### config.mk
export PLATFORM = sky130hd
export DESIGN_NAME = inst_decode_queue_flat
export DESIGN_NICKNAME = d
export VERILOG_FILES = /design/src/rtl/inst_decode_queue_pkg.sv /design/src/rtl/inst_decode_queue_if.sv /design/src/rtl/inst_decode_queue_main_decode_comb.sv /design/src/rtl/inst_decode_queue.sv /design/src/flat_wrapper.sv
export SDC_FILE = /design/constraint.sdc
export NUM_CORES = 1
export LEC_CHECK = 0
export CORE_UTILIZATION = 45
export DETAILED_ROUTE_END_ITERATION = 10
export GPL_TIMING_DRIVEN = 0
export MAX_ROUTING_LAYER = met4
export PLACE_DENSITY_LB_ADDON = 0.15
export SKIP_LAST_GASP = 1
export SLEW_MARGIN = 20
export SYNTH_ARGS = -nofsm -noshare
export SYNTH_HDL_FRONTEND = slang
export SYNTH_SLANG_ARGS = --single-unit
### constraint.sdc
create_clock -name clk -period 2.8 [get_ports clk]
set_input_delay 0.56 -clock clk [delete_from_list [all_inputs] [get_ports clk]]
set_output_delay 0.56 -clock clk [all_outputs]
set_load 0.005 [all_outputs]
### src/rtl/inst_decode_queue_pkg.sv
// Shared decode definitions: control-bundle bit positions, MIPS opcode/funct
// encodings and the FIFO entry layout used by the decode queue.
package inst_decode_queue_pkg;

  localparam int CTRL_W = 20;

  localparam int C_REGWRITE  = 19;
  localparam int C_REGDST    = 18;
  localparam int C_ALUSRC    = 17;
  localparam int C_BRANCH    = 16;
  localparam int C_MEMWRITE  = 15;
  localparam int C_MEMTOREG  = 14;
  localparam int C_JUMP      = 13;
  localparam int C_JALR      = 12;
  localparam int C_SIGN_EXT  = 11;
  localparam int C_HILODST   = 10;
  localparam int C_HILOWRITE = 9;
  localparam int C_HILOREAD  = 8;
  localparam int C_MEMREAD   = 7;
  localparam int C_RAWRITE   = 6;
  localparam int C_BREAK     = 5;
  localparam int C_SYSCALL   = 4;
  localparam int C_CP0WE     = 3;
  localparam int C_CP0READ   = 2;
  localparam int C_ERET      = 1;
  localparam int C_INVALID   = 0;

  localparam logic [5:0] OP_RTYPE  = 6'h00, OP_REGIMM = 6'h01, OP_J     = 6'h02,
                         OP_JAL    = 6'h03, OP_BEQ    = 6'h04, OP_BNE   = 6'h05,
                         OP_BLEZ   = 6'h06, OP_BGTZ   = 6'h07, OP_ADDI  = 6'h08,
                         OP_ADDIU  = 6'h09, OP_SLTI   = 6'h0A, OP_SLTIU = 6'h0B,
                         OP_ANDI   = 6'h0C, OP_ORI    = 6'h0D, OP_XORI  = 6'h0E,
                         OP_LUI    = 6'h0F, OP_COP0   = 6'h10, OP_LB    = 6'h20,
                         OP_LH     = 6'h21, OP_LW     = 6'h23, OP_LBU   = 6'h24,
                         OP_LHU    = 6'h25, OP_SB     = 6'h28, OP_SH    = 6'h29,
                         OP_SW     = 6'h2B;

  localparam logic [5:0] F_SLL  = 6'h00, F_SRL   = 6'h02, F_SRA  = 6'h03, F_SLLV  = 6'h04,
                         F_SRLV = 6'h06, F_SRAV  = 6'h07, F_JR   = 6'h08, F_JALR  = 6'h09,
                         F_SYSC = 6'h0C, F_BREAK = 6'h0D, F_MFHI = 6'h10, F_MTHI  = 6'h11,
                         F_MFLO = 6'h12, F_MTLO  = 6'h13, F_MULT = 6'h18, F_MULTU = 6'h19,
                         F_DIV  = 6'h1A, F_DIVU  = 6'h1B, F_ADD  = 6'h20, F_ADDU  = 6'h21,
                         F_SUB  = 6'h22, F_SUBU  = 6'h23, F_AND  = 6'h24, F_OR    = 6'h25,
                         F_XOR  = 6'h26, F_NOR   = 6'h27, F_SLT  = 6'h2A, F_SLTU  = 6'h2B;

  localparam logic [4:0]  RS_MFC0 = 5'b00000, RS_MTC0 = 5'b00100;
  localparam logic [31:0] ERET_WORD = 32'h4200_0018;

  typedef struct packed {
    logic [31:0] instr;
    logic [31:0] pc;
    logic        adel;
  } fifo_entry_t;

  // Any control transfer opens a delay slot for the following instruction.
  function automatic logic opens_delay_slot(input logic [CTRL_W-1:0] ctrl);
    return ctrl[C_BRANCH] | ctrl[C_JUMP];
  endfunction

endpackage

### src/rtl/inst_decode_queue_if.sv
// Fetch-side and decode-side handshake bundle of the decode queue.
interface inst_decode_queue_if;
  import inst_decode_queue_pkg::*;

  logic              in_valid;
  logic              in_ready;
  logic [31:0]       in_instr;
  logic [31:0]       in_pc;
  logic              in_adel;
  logic              out_valid;
  logic              out_ready;
  logic [31:0]       out_instr;
  logic [31:0]       out_pc;
  logic              out_adel;
  logic              out_in_delayslot;
  logic [CTRL_W-1:0] out_ctrl;

  modport master (
    output in_valid, in_instr, in_pc, in_adel, out_ready,
    input  in_ready, out_valid, out_instr, out_pc, out_adel, out_in_delayslot, out_ctrl
  );

  modport slave (
    input  in_valid, in_instr, in_pc, in_adel, out_ready,
    output in_ready, out_valid, out_instr, out_pc, out_adel, out_in_delayslot, out_ctrl
  );
endinterface

### src/rtl/inst_decode_queue_main_decode_comb.sv
// Combinational MIPS main decoder: instruction word to 20-bit control bundle.
module main_decode_comb
  import inst_decode_queue_pkg::*;
#(
  parameter bit STRICT_DECODE = 1'b1
) (
  input  logic [31:0]       instr_i,
  output logic [CTRL_W-1:0] ctrl_o
);

  logic [5:0] op, funct;
  logic [4:0] rs;
  logic       rt4, known;
  logic [CTRL_W-1:0] c;

  assign op    = instr_i[31:26];
  assign rs    = instr_i[25:21];
  assign rt4   = instr_i[20];
  assign funct = instr_i[5:0];

  always_comb begin
    c     = '0;
    known = 1'b1;
    case (op)
      OP_RTYPE: begin
        c[C_REGWRITE] = 1'b1;
        c[C_REGDST]   = 1'b1;
        case (funct)
          F_JR: begin
            c[C_REGWRITE] = 1'b0;
            c[C_REGDST]   = 1'b0;
            c[C_BRANCH]   = 1'b1;
            c[C_JUMP]     = 1'b1;
          end
          F_JALR: begin
            c[C_BRANCH] = 1'b1;
            c[C_JUMP]   = 1'b1;
            c[C_JALR]   = 1'b1;
          end
          F_SYSC, F_BREAK: begin
            c[C_REGWRITE] = 1'b0;
            c[C_REGDST]   = 1'b0;
            c[C_SYSCALL]  = (funct == F_SYSC);
            c[C_BREAK]    = (funct == F_BREAK);
          end
          F_MTHI, F_MTLO, F_MULT, F_MULTU, F_DIV, F_DIVU: begin
            c[C_HILOWRITE] = 1'b1;
            c[C_HILODST]   = (funct == F_MTHI);
          end
          F_MFHI, F_MFLO: begin
            c[C_HILOREAD] = 1'b1;
            c[C_HILODST]  = (funct == F_MFHI);
          end
          F_SLL, F_SRL, F_SRA, F_SLLV, F_SRLV, F_SRAV, F_ADD, F_ADDU, F_SUB,
          F_SUBU, F_AND, F_OR, F_XOR, F_NOR, F_SLT, F_SLTU: ;
          default: known = !STRICT_DECODE;
        endcase
      end
      OP_ANDI, OP_ORI, OP_XORI, OP_LUI, OP_ADDI, OP_ADDIU, OP_SLTI, OP_SLTIU: begin
        c[C_REGWRITE] = 1'b1;
        c[C_ALUSRC]   = 1'b1;
      end
      OP_LB, OP_LBU, OP_LH, OP_LHU, OP_LW: begin
        c[C_REGWRITE] = 1'b1;
        c[C_ALUSRC]   = 1'b1;
        c[C_MEMTOREG] = 1'b1;
        c[C_MEMREAD]  = 1'b1;
      end
      OP_SB, OP_SH, OP_SW: begin
        c[C_ALUSRC]   = 1'b1;
        c[C_MEMWRITE] = 1'b1;
      end
      OP_J:  c[C_JUMP] = 1'b1;
      OP_JAL: begin
        c[C_REGWRITE] = 1'b1;
        c[C_JUMP]     = 1'b1;
        c[C_JALR]     = 1'b1;
        c[C_RAWRITE]  = 1'b1;
      end
      OP_BEQ, OP_BNE, OP_BGTZ, OP_BLEZ: c[C_BRANCH] = 1'b1;
      // rt[4] selects the linking forms BGEZAL/BLTZAL
      OP_REGIMM: begin
        c[C_BRANCH]   = 1'b1;
        c[C_REGWRITE] = rt4;
        c[C_JALR]     = rt4;
        c[C_RAWRITE]  = rt4;
      end
      OP_COP0: begin
        if (instr_i == ERET_WORD)
          c[C_ERET] = 1'b1;
        else if (rs == RS_MFC0 && instr_i[10:0] == 11'd0) begin
          c[C_REGWRITE] = 1'b1;
          c[C_CP0READ]  = 1'b1;
        end else if (rs == RS_MTC0 && instr_i[10:0] == 11'd0)
          c[C_CP0WE] = 1'b1;
        else
          known = !STRICT_DECODE;
      end
      default: known = 1'b0;
    endcase

    if (known) begin
      c[C_SIGN_EXT] = |(op[5:2] ^ 4'b0011);
      ctrl_o        = c;
    end else begin
      ctrl_o            = '0;
      ctrl_o[C_INVALID] = 1'b1;
    end
  end

endmodule

### src/rtl/inst_decode_queue.sv
// Buffered decode stage: fetch FIFO, registered decoded bundle with valid/ready
// handshake, branch delay-slot tracking and flush.
module inst_decode_queue
  import inst_decode_queue_pkg::*;
#(
  parameter int DEPTH         = 4,
  parameter bit STRICT_DECODE = 1'b1
) (
  input logic             clk,
  input logic             rst,
  input logic             flush,
  inst_decode_queue_if.slave bus
);

  localparam int PW = $clog2(DEPTH);

  fifo_entry_t       mem_q [DEPTH];
  logic [PW-1:0]     wptr_q, wptr_d, rptr_q, rptr_d;
  logic [PW:0]       count_q, count_d;
  logic              ov_q, ov_d, adel_q, adel_d, ids_q, ids_d, dsp_q, dsp_d;
  logic [31:0]       instr_q, instr_d, pc_q, pc_d;
  logic [CTRL_W-1:0] ctrl_q, ctrl_d, head_ctrl;
  fifo_entry_t       head;
  logic              full, enq, load;

  assign full = (count_q == (PW+1)'(DEPTH));
  assign enq  = bus.in_valid && !full;
  assign load = (count_q != '0) && (!ov_q || bus.out_ready);
  assign head = mem_q[rptr_q];

  main_decode_comb #(.STRICT_DECODE(STRICT_DECODE)) u_dec (
    .instr_i (head.instr),
    .ctrl_o  (head_ctrl)
  );

  always_ff @(posedge clk) begin
    if (enq && !flush) mem_q[wptr_q] <= '{instr: bus.in_instr, pc: bus.in_pc, adel: bus.in_adel};
  end

  always_comb begin
    wptr_d  = wptr_q;
    rptr_d  = rptr_q;
    count_d = count_q;
    ov_d    = ov_q;
    instr_d = instr_q;
    pc_d    = pc_q;
    adel_d  = adel_q;
    ids_d   = ids_q;
    ctrl_d  = ctrl_q;
    dsp_d   = dsp_q;
    if (flush) begin
      wptr_d  = '0;
      rptr_d  = '0;
      count_d = '0;
      ov_d    = 1'b0;
      instr_d = '0;
      pc_d    = '0;
      adel_d  = 1'b0;
      ids_d   = 1'b0;
      ctrl_d  = '0;
      dsp_d   = 1'b0;
    end else begin
      if (enq) wptr_d = wptr_q + 1'b1;
      if (load) begin
        rptr_d  = rptr_q + 1'b1;
        ov_d    = 1'b1;
        instr_d = head.instr;
        pc_d    = head.pc;
        adel_d  = head.adel;
        ctrl_d  = head_ctrl;
        // the pending flag belongs to this load; the new head may re-arm it
        ids_d   = dsp_q;
        dsp_d   = opens_delay_slot(head_ctrl);
      end else if (bus.out_ready) begin
        ov_d = 1'b0;
      end
      count_d = count_q + {{PW{1'b0}}, enq} - {{PW{1'b0}}, load};
    end
  end

  always_ff @(posedge clk) begin
    if (rst) begin
      wptr_q  <= '0;
      rptr_q  <= '0;
      count_q <= '0;
      ov_q    <= 1'b0;
      instr_q <= '0;
      pc_q    <= '0;
      adel_q  <= 1'b0;
      ids_q   <= 1'b0;
      ctrl_q  <= '0;
      dsp_q   <= 1'b0;
    end else begin
      wptr_q  <= wptr_d;
      rptr_q  <= rptr_d;
      count_q <= count_d;
      ov_q    <= ov_d;
      instr_q <= instr_d;
      pc_q    <= pc_d;
      adel_q  <= adel_d;
      ids_q   <= ids_d;
      ctrl_q  <= ctrl_d;
      dsp_q   <= dsp_d;
    end
  end

  assign bus.in_ready         = !full;
  assign bus.out_valid        = ov_q;
  assign bus.out_instr        = instr_q;
  assign bus.out_pc           = pc_q;
  assign bus.out_adel         = adel_q;
  assign bus.out_in_delayslot = ids_q;
  assign bus.out_ctrl         = ctrl_q;

endmodule
### src/flat_wrapper.sv
// flat-port wrapper written by rule: the top's interface ports become plain ports
module inst_decode_queue_flat import inst_decode_queue_pkg::*;
#(
  parameter int DEPTH         = 4,
  parameter bit STRICT_DECODE = 1'b1
)
  (clk, rst, flush, bus_in_valid, bus_in_instr, bus_in_pc, bus_in_adel, bus_out_ready, bus_in_ready, bus_out_valid, bus_out_instr, bus_out_pc, bus_out_adel, bus_out_in_delayslot, bus_out_ctrl);
  inst_decode_queue_if bus_i ();
  input logic clk;
  input logic rst;
  input logic flush;
  input wire logic [$bits(bus_i.in_valid)-1:0] bus_in_valid;
  input wire logic [$bits(bus_i.in_instr)-1:0] bus_in_instr;
  input wire logic [$bits(bus_i.in_pc)-1:0] bus_in_pc;
  input wire logic [$bits(bus_i.in_adel)-1:0] bus_in_adel;
  input wire logic [$bits(bus_i.out_ready)-1:0] bus_out_ready;
  output wire logic [$bits(bus_i.in_ready)-1:0] bus_in_ready;
  output wire logic [$bits(bus_i.out_valid)-1:0] bus_out_valid;
  output wire logic [$bits(bus_i.out_instr)-1:0] bus_out_instr;
  output wire logic [$bits(bus_i.out_pc)-1:0] bus_out_pc;
  output wire logic [$bits(bus_i.out_adel)-1:0] bus_out_adel;
  output wire logic [$bits(bus_i.out_in_delayslot)-1:0] bus_out_in_delayslot;
  output wire logic [$bits(bus_i.out_ctrl)-1:0] bus_out_ctrl;
  assign bus_i.in_valid = bus_in_valid;
  assign bus_i.in_instr = bus_in_instr;
  assign bus_i.in_pc = bus_in_pc;
  assign bus_i.in_adel = bus_in_adel;
  assign bus_i.out_ready = bus_out_ready;
  assign bus_in_ready = bus_i.in_ready;
  assign bus_out_valid = bus_i.out_valid;
  assign bus_out_instr = bus_i.out_instr;
  assign bus_out_pc = bus_i.out_pc;
  assign bus_out_adel = bus_i.out_adel;
  assign bus_out_in_delayslot = bus_i.out_in_delayslot;
  assign bus_out_ctrl = bus_i.out_ctrl;
  inst_decode_queue #(.DEPTH(DEPTH), .STRICT_DECODE(STRICT_DECODE)) u_core (.clk(clk), .rst(rst), .flush(flush), .bus(bus_i));
endmodule
==> flow_metrics.tcl, run 1 <==
set metrics [dict create \
    run_status "finished, final reports clean" \
    dpl.cell_count 1359 \
    whs_path_depth 2 \
    synth_nets 891 \
    fmax_ghz 0.370 \
    drt_iter0_markers 546 \
    critPathLaunchType "flop" \
    cp_max_fo 10 \
    vias 7600 \
    ff_latch_area_sq_um 9730 \
    clock_latency_ps 510 \
    synth.area.mux_share_pct 11.2 \
    worstMarginPinSlew_ps 721 \
    yosys_warnings 0 \
    routed_wl_mm 28.7 \
    path_class "reg2reg" \
    die_w_um 173 \
    numCtsBuffers 37 \
    start_util_pct 45.8 \
    grt_pass1_wl_mm 44.6 \
    p_leak_nw 5.37 \
    irDropWorstVdd_v 0.000608 \
    yosys.cell_types.count 47 \
    cts-htree-levels 2 \
    synth_seq_cells 356 \
    synth_compound_area_share_pct 4.72 \
    fillCellCount 2251 \
    synth_top_family_by_area "multiplexers" \
    met1Wirelength_mm 12.8 \
    dpl_worst_slack_ps -855 \
    grt_pass1_vias 7672 \
    rsz0062_at_grt "true" \
    wl_per_cell_um 20.0 \
    clock_path_buffers 3 \
    skew_ps 11.2 \
    track_usage_pct 20.2 \
    most-common-layout-cells "260 x edfxtp_1, 157 x clkdlybuf4s50_1, 151 x nand2_1, 95 x dfxtp_1, 79 x a21oi_1" \
    yosys-top-cells-area "edfxtp_1 59%, dfxtp_1 15%, mux4_2 11%" \
    critPathArrivalTime_ps 3140 \
    synth_xor_area_share_pct 0.333 \
    grt_max_degree 45 \
    synthCells 814 \
    final_core_util_pct 58.5 \
    hold_viol_final 0 \
    syn_to_final_growth_pct 27.7 \
    die-area_sq_um 29900 \
    syn_avg_cell_area_sq_um 16.2 \
    cts_tree "yes" \
    setup-violations-final 0 \
    synth_fa_ha_area_share_pct 0.723 \
    gp_congestion 0.843 \
    dp_hpwl_mm 18.5 \
    hp-class "reg2reg" \
    path_clk_slew_ps 60 \
    cts_hold_buffers 0 \
    reg2reg_depth 9 \
    multi_input_area_sq_um 3280 \
    yosys.area_share.simple_pct 7.32 \
    layout-drive-gt1-share_pct 15.9 \
    io_pins 158 \
    worst_ep_required_time_ps 3230 \
    yosys.area.top_type "edfxtp_1" \
    drt_first_pass_iters 5 \
    drc 0 \
    min_period_ps 2710 \
    cts-root-buf "clkbuf_16" \
    nets 1097 \
    via_per_inst 5.30 \
    synth_area_sq_um 13200 \
    crit_path_end_kind "flop" \
    ys_seq_area_share_pct 74.0 \
    portBuffers 157 \
    cts_sinks 356 \
    final_common_cell "edfxtp_1" \
    core_sq_um 28700 \
    worstHoldStart "u_core.bus.out_pc[5]" \
    power.density_nw_per_um2 852 \
    final_cells 1435 \
    slew_viol_final 0 \
    highest_layer "met4" \
    slew-limit-headroom_pct 52.0 \
    wl_met3_mm 1.71 \
    antenna_found_initial 2 \
    drv_cap 0 \
    worst_slack_ps 94.0 \
    met2_length_mm 13.8 \
    overflow 0 \
    final.period_utilization_pct 96.6 \
    core.rowCount 62 \
    postRouteAntennaNets 0 \
    whs_ps 452 \
    die_h_um 173 \
    yosysTopAreaCellShare_pct 59.4 \
]
cell usage after synthesis, drive strengths merged:
master  instances
nor2           21
nor4bb          1
nor3b           1
fa              1
inv            11
nand3           5
nor3            4
and4            2
or4b            1
o211a           1
nand2b          3
xnor2           3
buf            17
o211ai          3
a21o            3
nor4            7
xor2            2
nor4b           4
or3             3
clkbuf         25
ha              6
a21oi          82
o31ai           2
or2b            1
dfxtp          96
and2            6
a211oi          2
nand4           1
o21ai           9
edfxtp        260
nor2b           4
a32o            4
a211o           1
a22oi           2
mux4           65
or2             2
nand2         151
or4             2
final timing paths:
| check | end | slack (ps) |
|---|---|---|
| worst max-delay path | u_core.bus.out_ctrl[2] | 90 |
| worst min-delay path | u_core.bus.out_pc[5] | 450 |
| worst max register to register | u_core.bus.out_ctrl[2] | 90 |
| worst min register to register | u_core.bus.out_pc[5] | 450 |
stage by stage:
step	power (mW)	area, sq um	TNS (ps)
after CTS	14.3	16700	-115
final	14.3	16800	0
after floorplan	7.98	13200	0
after global placement	9.21	15200	-498340
after detailed placement	9.24	15300	-6950
after global routing	14.9	16800	0
timing repair:
| action | in CTS | in global routing |
|---|---|---|
| gates resized for setup | 17 | 20 |
| buffers inserted | 0 | 7 |
| pin swaps | 1 | 2 |
| endpoints found under the hold margin | 0 | 0 |
| endpoints found under the setup margin | 39 | 13 |
state kept, by name (all words and copies together) (netlist names), 2 cells and up, named ones only:
register,cells
u_core.rptr_q,2
u_core.mem_q,260
u_core.count_q,3
u_core.wptr_q,2
u_core.bus.out_ctrl,19
u_core.bus.out_pc,32
u_core.bus.out_instr,32
logic make-up (layout without fill, tap and decap cells):
kind of cell               Yosys count  count (layout)
xor gates and xnor gates             5               5
other                                0               2
adders and majority gates            7               7
and+or+nand+nor                    219             219
buffers and inverters               53             288
DFF                                356             356
muxes                               65              65
AOI/OAI and AO/OA                  109             109
area by class of cell:
| type | count | area share, % |
|---|---|---|
| flip-flops and latches | 356 | 57.9 |
| multi-input cells | 405 | 19.5 |
| repair buffers | 168 | 10.3 |
| clock buffers | 52 | 6.35 |
| well taps | 384 | 2.86 |
| plain buffers | 41 | 1.50 |
| clock inverters | 16 | 1.27 |
| inverters | 11 | 0.246 |
| diodes | 2 | 0.0298 |
critical path, stage by stage (launching register included):
cell and delay (ps):
dfxtp_2 350, buf_12 150, buf_12 140, buf_12 150, mux4_2 590, nor4_4 310, and4_4 300, nand3_2 110
or3_4 360, a21oi_1 150
per-layer routing:
metal	vias up	GRT usage, %
met1	3825	26.8
met4	0	4.98
met3	49	4.27
li1	3506	-
met5	-	-
met2	220	32.1
report_power, final:
group | switching (mW) | total, mW | internal (mW)
combinational | 1.68 | 3.03 | 1.35
sequential | 0.183 | 6.20 | 6.02
clock | 1.94 | 5.07 | 3.13
Note: power is estimated with default switching activity, not from simulation.
==> run 2: changes to the inputs <==
- SKIP_LAST_GASP: 1 -> not set
==> run 2 against run 1 <==
  * Global-route usage about the same
  * Die area unchanged
  * First-iteration DRC count down 6.8%
  * Critical path depth shrank 1
  * Combinational power about the same
  * Fmax grew 0.62%
  * Via count rose by 0.22%
  * Largest power group unchanged
  * Sequential share of layout area is essentially flat
==> flow_metrics.tcl, run 2 (synthesized netlist as in run 1, its figures left out) <==
set metrics [dict create \
    rrSetupSlack_ps 110 \
    gp_congestion 0.843 \
    core_sq_um 28700 \
    dp_hpwl_mm 18.5 \
    dpl_cell_area_sq_um 15300 \
    grt_max_degree 45 \
    die_w_um 173 \
    die-area_sq_um 29900 \
    critPathTopFamily "simple AND/OR/NAND/NOR gates" \
    slew-limit-headroom_pct 53.5 \
    cp_num_buf_inv 2 \
    slew_viol_final 0 \
    power.density_nw_per_um2 852 \
    grt_use_met2_pct 32.2 \
    final.period_utilization_pct 96.0 \
    reg2reg_depth 8 \
    drt_iter0_markers 509 \
    via_per_inst 5.30 \
    nets 1098 \
    vias 7617 \
    whs_path_depth 2 \
    irDropWorstVdd_v 0.000607 \
    start_util_pct 45.8 \
    core.rowCount 62 \
    regMostFlops "u_core.mem_q" \
    critPathLaunchType "flop" \
    die_h_um 173 \
    grt_use_met1_pct 26.7 \
    cpMostUsedCell "buf_12" \
    wl_per_cell_um 20.0 \
    worstHoldStart "u_core.bus.out_pc[5]" \
    worstMarginPinSlew_ps 698 \
    worst_ep_required_time_ps 3230 \
    r2r_end "u_core.bus.out_ctrl[2]" \
    slowest_stage "mux4_2" \
    clock_latency_ps 510 \
    p_leak_nw 5.38 \
    syn_to_final_growth_pct 27.7 \
    postRouteAntennaNets 0 \
    crit_chain "buf_12 -> buf_12 -> mux4_2 -> nor4_4 -> and4_4 -> nand3_1 -> or3_4 -> a21oi_1" \
    most-common-layout-cells "260 x edfxtp_1, 157 x clkdlybuf4s50_1, 151 x nand2_1, 95 x dfxtp_1, 79 x a21oi_1" \
    fin_area_sq_um 16800 \
    numCtsBuffers 37 \
    drt_first_pass_iters 5 \
    critPathArrivalTime_ps 3120 \
    hold_end "u_core.bus.out_pc[5]" \
    cts_sinks 356 \
    cp_max_fo 10 \
    setup-violations-final 0 \
    hp-class "reg2reg" \
    path_clk_slew_ps 60 \
    slowest_delay_ps 660 \
    drv_cap 0 \
    antenna_found_initial 2 \
    overflow 0 \
    drc 0 \
    largest_reg_flops 260 \
    portBuffers 157 \
    grt_pass1_vias 7675 \
    track_usage_pct 20.2 \
    run_status "finished, final reports clean" \
    skew_ps 11.0 \
    io_pins 158 \
    cts_tree "yes" \
    min_period_ps 2690 \
    rsz0062_at_grt "false" \
    grt_pass1_wl_mm 44.6 \
    hold_viol_final 0 \
    whs_ps 452 \
    fillCellCount 2259 \
    cts-htree-levels 2 \
    fmax_ghz 0.372 \
    routed_wl_mm 28.8 \
    path_class "reg2reg" \
    final_common_cell "edfxtp_1" \
    cts-root-buf "clkbuf_16" \
    gr-max-usage-layer "met2" \
    clock_path_buffers 3 \
    layout-drive-gt1-share_pct 16.0 \
    crit_path_end_kind "flop" \
    use_met3_pct 4.27 \
]
[run 2: layout make-up]
| type | count | area, sq um | share of cell area, % |
|---|---|---|---|
| Antenna cell | 2 | 5.00 | 0.0298 |
| Buffer | 41 | 240 | 1.43 |
| Clock buffer | 52 | 1070 | 6.35 |
| Clock inverter | 16 | 214 | 1.27 |
| Inverter | 11 | 41.3 | 0.246 |
| Multi-Input combinational cell | 405 | 3290 | 19.6 |
| Sequential cell | 356 | 9730 | 57.9 |
| Tap cell | 384 | 480 | 2.86 |
| Timing Repair Buffer | 169 | 1730 | 10.3 |
[run 2: timing repair]
action,4_1_cts,5_1_grt
endpoints found under the setup margin,39,7
resized for setup,25,9
buffers inserted,0,8
hold buffers,0,0
endpoints found under the hold margin,0,0
pin swaps,1,1
[run 2: tightest hold or removal path, cell delays in order (launching register included)]
cell and delay (ps):
dfxtp_1 310, nand2_1 50, a21oi_1 50
[run 2: where the power goes]
| group | total, mW | internal, mW | switching [mW] |
|---|---|---|---|
| Clock | 5.07 | 3.13 | 1.94 |
| Combinational | 3.04 | 1.35 | 1.69 |
| Sequential | 6.20 | 6.02 | 0.183 |
[run 2: worst max-delay path by stage]
| stage | to | slack (ps) | cells past startpoint |
|---|---|---|---|
| after floorplan | u_core.mem_q[0][0] | 10 | 3 |
| after global placement | u_core.mem_q[2][23] | -1910 | 4 |
| after detailed placement | u_core.count_q[2] | -860 | 13 |
| after CTS | u_core.bus.out_ctrl[2] | 9 | 9 |
| after global routing | u_core.dsp_q | 8 | 7 |
| final | u_core.bus.out_ctrl[2] | 110 | 8 |
[run 2: stage by stage]
stage / instances / utilization [%] / worst slack [ps] / TNS (ps) / power, mW
after CTS: 1426 / 58.2 / 9.29 / 0 / 14.4
after global placement: 1355 / 53.0 / -1910 / -498340 / 9.21
after floorplan: 814 / - / 13.5 / 0 / 7.98
after detailed placement: 1359 / 53.4 / -855 / -6950 / 9.24
final: 1436 / 58.5 / 111 / 0 / 14.3
after global routing: 1436 / 58.5 / 7.64 / 0 / 15.0
[run 2: per-layer routing]
metal	wire (um)	part of all wire (%)
met1	12600	44
met2	13800	48
met3	1800	6.3
met4	508	1.8
met5	0	0
==> run 3: changes to the inputs <==
- PLACE_DENSITY_LB_ADDON: 0.15 -> 0.25
==> run 3 against run 2 <==
  * Sequential power about the same
  * Critical path depth decreased by 2
  * Worst hold slack improved by 1.7 ps
  * Largest power group unchanged
  * Clock-buffer cell count decreased by 7
==> flow_metrics.tcl, run 3 (synthesized netlist as in run 1, its figures left out) <==
set metrics [dict create \
    run_status "finished, final reports clean" \
    overflow 0 \
    reg2reg_depth 6 \
    drv_cap 0 \
    antenna_found_initial 4 \
    die_h_um 173 \
    cpMostUsedCell "a21oi_2" \
    fmax_ghz 0.362 \
    worst_ep_required_time_ps 3240 \
    whs_path_depth 2 \
    irDropWorstVdd_v 0.000417 \
    hp-class "reg2reg" \
    drt_first_pass_iters 6 \
    p_leak_nw 5.29 \
    crit_chain "mux4_1 -> or4_4 -> or4b_4 -> inv_2 -> a21oi_2 -> a21oi_2" \
    min_period_ps 2770 \
    cts-root-buf "clkbuf_16" \
    portBuffers 157 \
    drt_iter0_markers 515 \
    final_common_cell "edfxtp_1" \
    dpl.cell_count 1359 \
    via_per_inst 5.33 \
    start_util_pct 45.8 \
    crit_path_end_kind "flop" \
    clock_latency_ps 520 \
    die-area_sq_um 29900 \
    largest_reg_flops 260 \
    slew_viol_final 0 \
    critPathArrivalTime_ps 3210 \
    postRouteAntennaNets 0 \
    path_clk_slew_ps 60 \
    dpl_worst_slack_ps -734 \
    drc 0 \
    cts_sinks 356 \
    regMostFlops "u_core.mem_q" \
    totalPowerFinal_mw 13.9 \
    fillCellCount 2242 \
    critPathLaunchType "flop" \
    vias 7622 \
    layout-drive-gt1-share_pct 14.8 \
    skew_ps 24.5 \
    worstMarginPinSlew_ps 798 \
    core_sq_um 28700 \
    clock_path_buffers 3 \
    path_class "reg2reg" \
    cts_hold_buffers 0 \
    hold_viol_final 0 \
    path_depth 6 \
    cp_num_buf_inv 1 \
    nets 1090 \
    slowest_stage "mux4_1" \
    critPathTopFamily "simple AND/OR/NAND/NOR gates" \
    numCtsBuffers 37 \
    routed_wl_mm 28.9 \
    die_w_um 173 \
    cts_tree "yes" \
    slew-limit-headroom_pct 46.8 \
    final.period_utilization_pct 98.8 \
    dp_hpwl_mm 19.0 \
    slowest_delay_ps 800 \
    most-common-layout-cells "260 x edfxtp_1, 157 x clkdlybuf4s50_1, 151 x nand2_1, 96 x dfxtp_1, 79 x a21oi_1" \
    setup-violations-final 0 \
    final_cells 1430 \
    grt_pass1_wl_mm 44.8 \
    grt_pass1_vias 7785 \
    cts-htree-levels 2 \
    cts_setup_buffers 0 \
    setup_tns_ps 0 \
    wl_per_cell_um 20.2 \
    grt_max_degree 46 \
    track_usage_pct 20.4 \
    syn_to_final_growth_pct 26.1 \
    rsz0062_at_grt "true" \
    cp_max_fo 10 \
    core.rowCount 62 \
    io_pins 158 \
    worst_slack_ps 33.9 \
    power.density_nw_per_um2 837 \
    gp_congestion 0.823 \
]
[run 3: cell count changes in the layout (fill, tap and decap cells not counted), sizes merged]
| cell | delta |
|---|---|
| inv | +2 |
| diode | +3 |
| clkinv | +9 |
| buf | -10 |
| clkbuf | -5 |
| bufinv | -2 |
| clkinvlp | -3 |
[run 3: tightest hold or removal path, delay by kind of cell (launching register included)]
| kind | cells | cell delay (ps) |
|---|---|---|
| DFF | 1 | 310 |
| and+or+nand+nor | 1 | 50 |
| AOI/OAI and AO/OA | 1 | 50 |
[run 3: timing repair]
| action | CTS | global route |
|---|---|---|
| endpoints found under the setup margin | 40 | 12 |
| pin swaps | 0 | 1 |
| gates resized for setup | 13 | 11 |
[run 3: power breakdown]
| group | switching (mW) | internal, mW | total (mW) |
|---|---|---|---|
| logic | 1.67 | 1.29 | 2.96 |
| clock network | 1.95 | 2.77 | 4.72 |
| registers | 0.183 | 6.02 | 6.20 |
[run 3: layout make-up]
type                    count  area, sq um  area share [%]
diodes                      5         12.5          0.0754
plain buffers              41          233            1.40
clock buffers              45          976            5.88
clock inverters            22          195            1.18
inverters                  11         41.3           0.249
multi-input cells         405         3240            19.5
flip-flops and latches    356         9730            58.7
well taps                 384          480            2.90
repair buffers            161         1680            10.1
[run 3: through the flow]
| step | instance area, sq um | util [%] | hold WS, ps |
|---|---|---|---|
| after global placement | 15200 | 53.0 | 443 |
| final | 16600 | 57.8 | 453 |
| after global routing | 16600 | 57.8 | 476 |
| after floorplan | 13200 | - | 429 |
| after detailed placement | 15300 | 53.4 | 446 |
| after CTS | 16500 | 57.6 | 453 |
[run 3: path summary, 6_finish.rpt]
check                                 end                  from  slack [ps]
setup / recovery  u_core.bus.out_ctrl[12]                  flop          30
hold / removal       u_core.bus.out_pc[8]  u_core.bus.out_pc[8]         450
setup reg to reg  u_core.bus.out_ctrl[12]                  flop          30
hold reg to reg      u_core.bus.out_pc[8]  u_core.bus.out_pc[8]         450
[run 3: routing by layer]
layer  vias up  share of wire [%]  global-route usage [%]
met2       273                 47                    31.9
li1       3491                  -                       -
met5         -                  0                       -
met3        49                7.1                    4.44
met1      3809                 43                    26.8
met4         0                2.0                    6.19
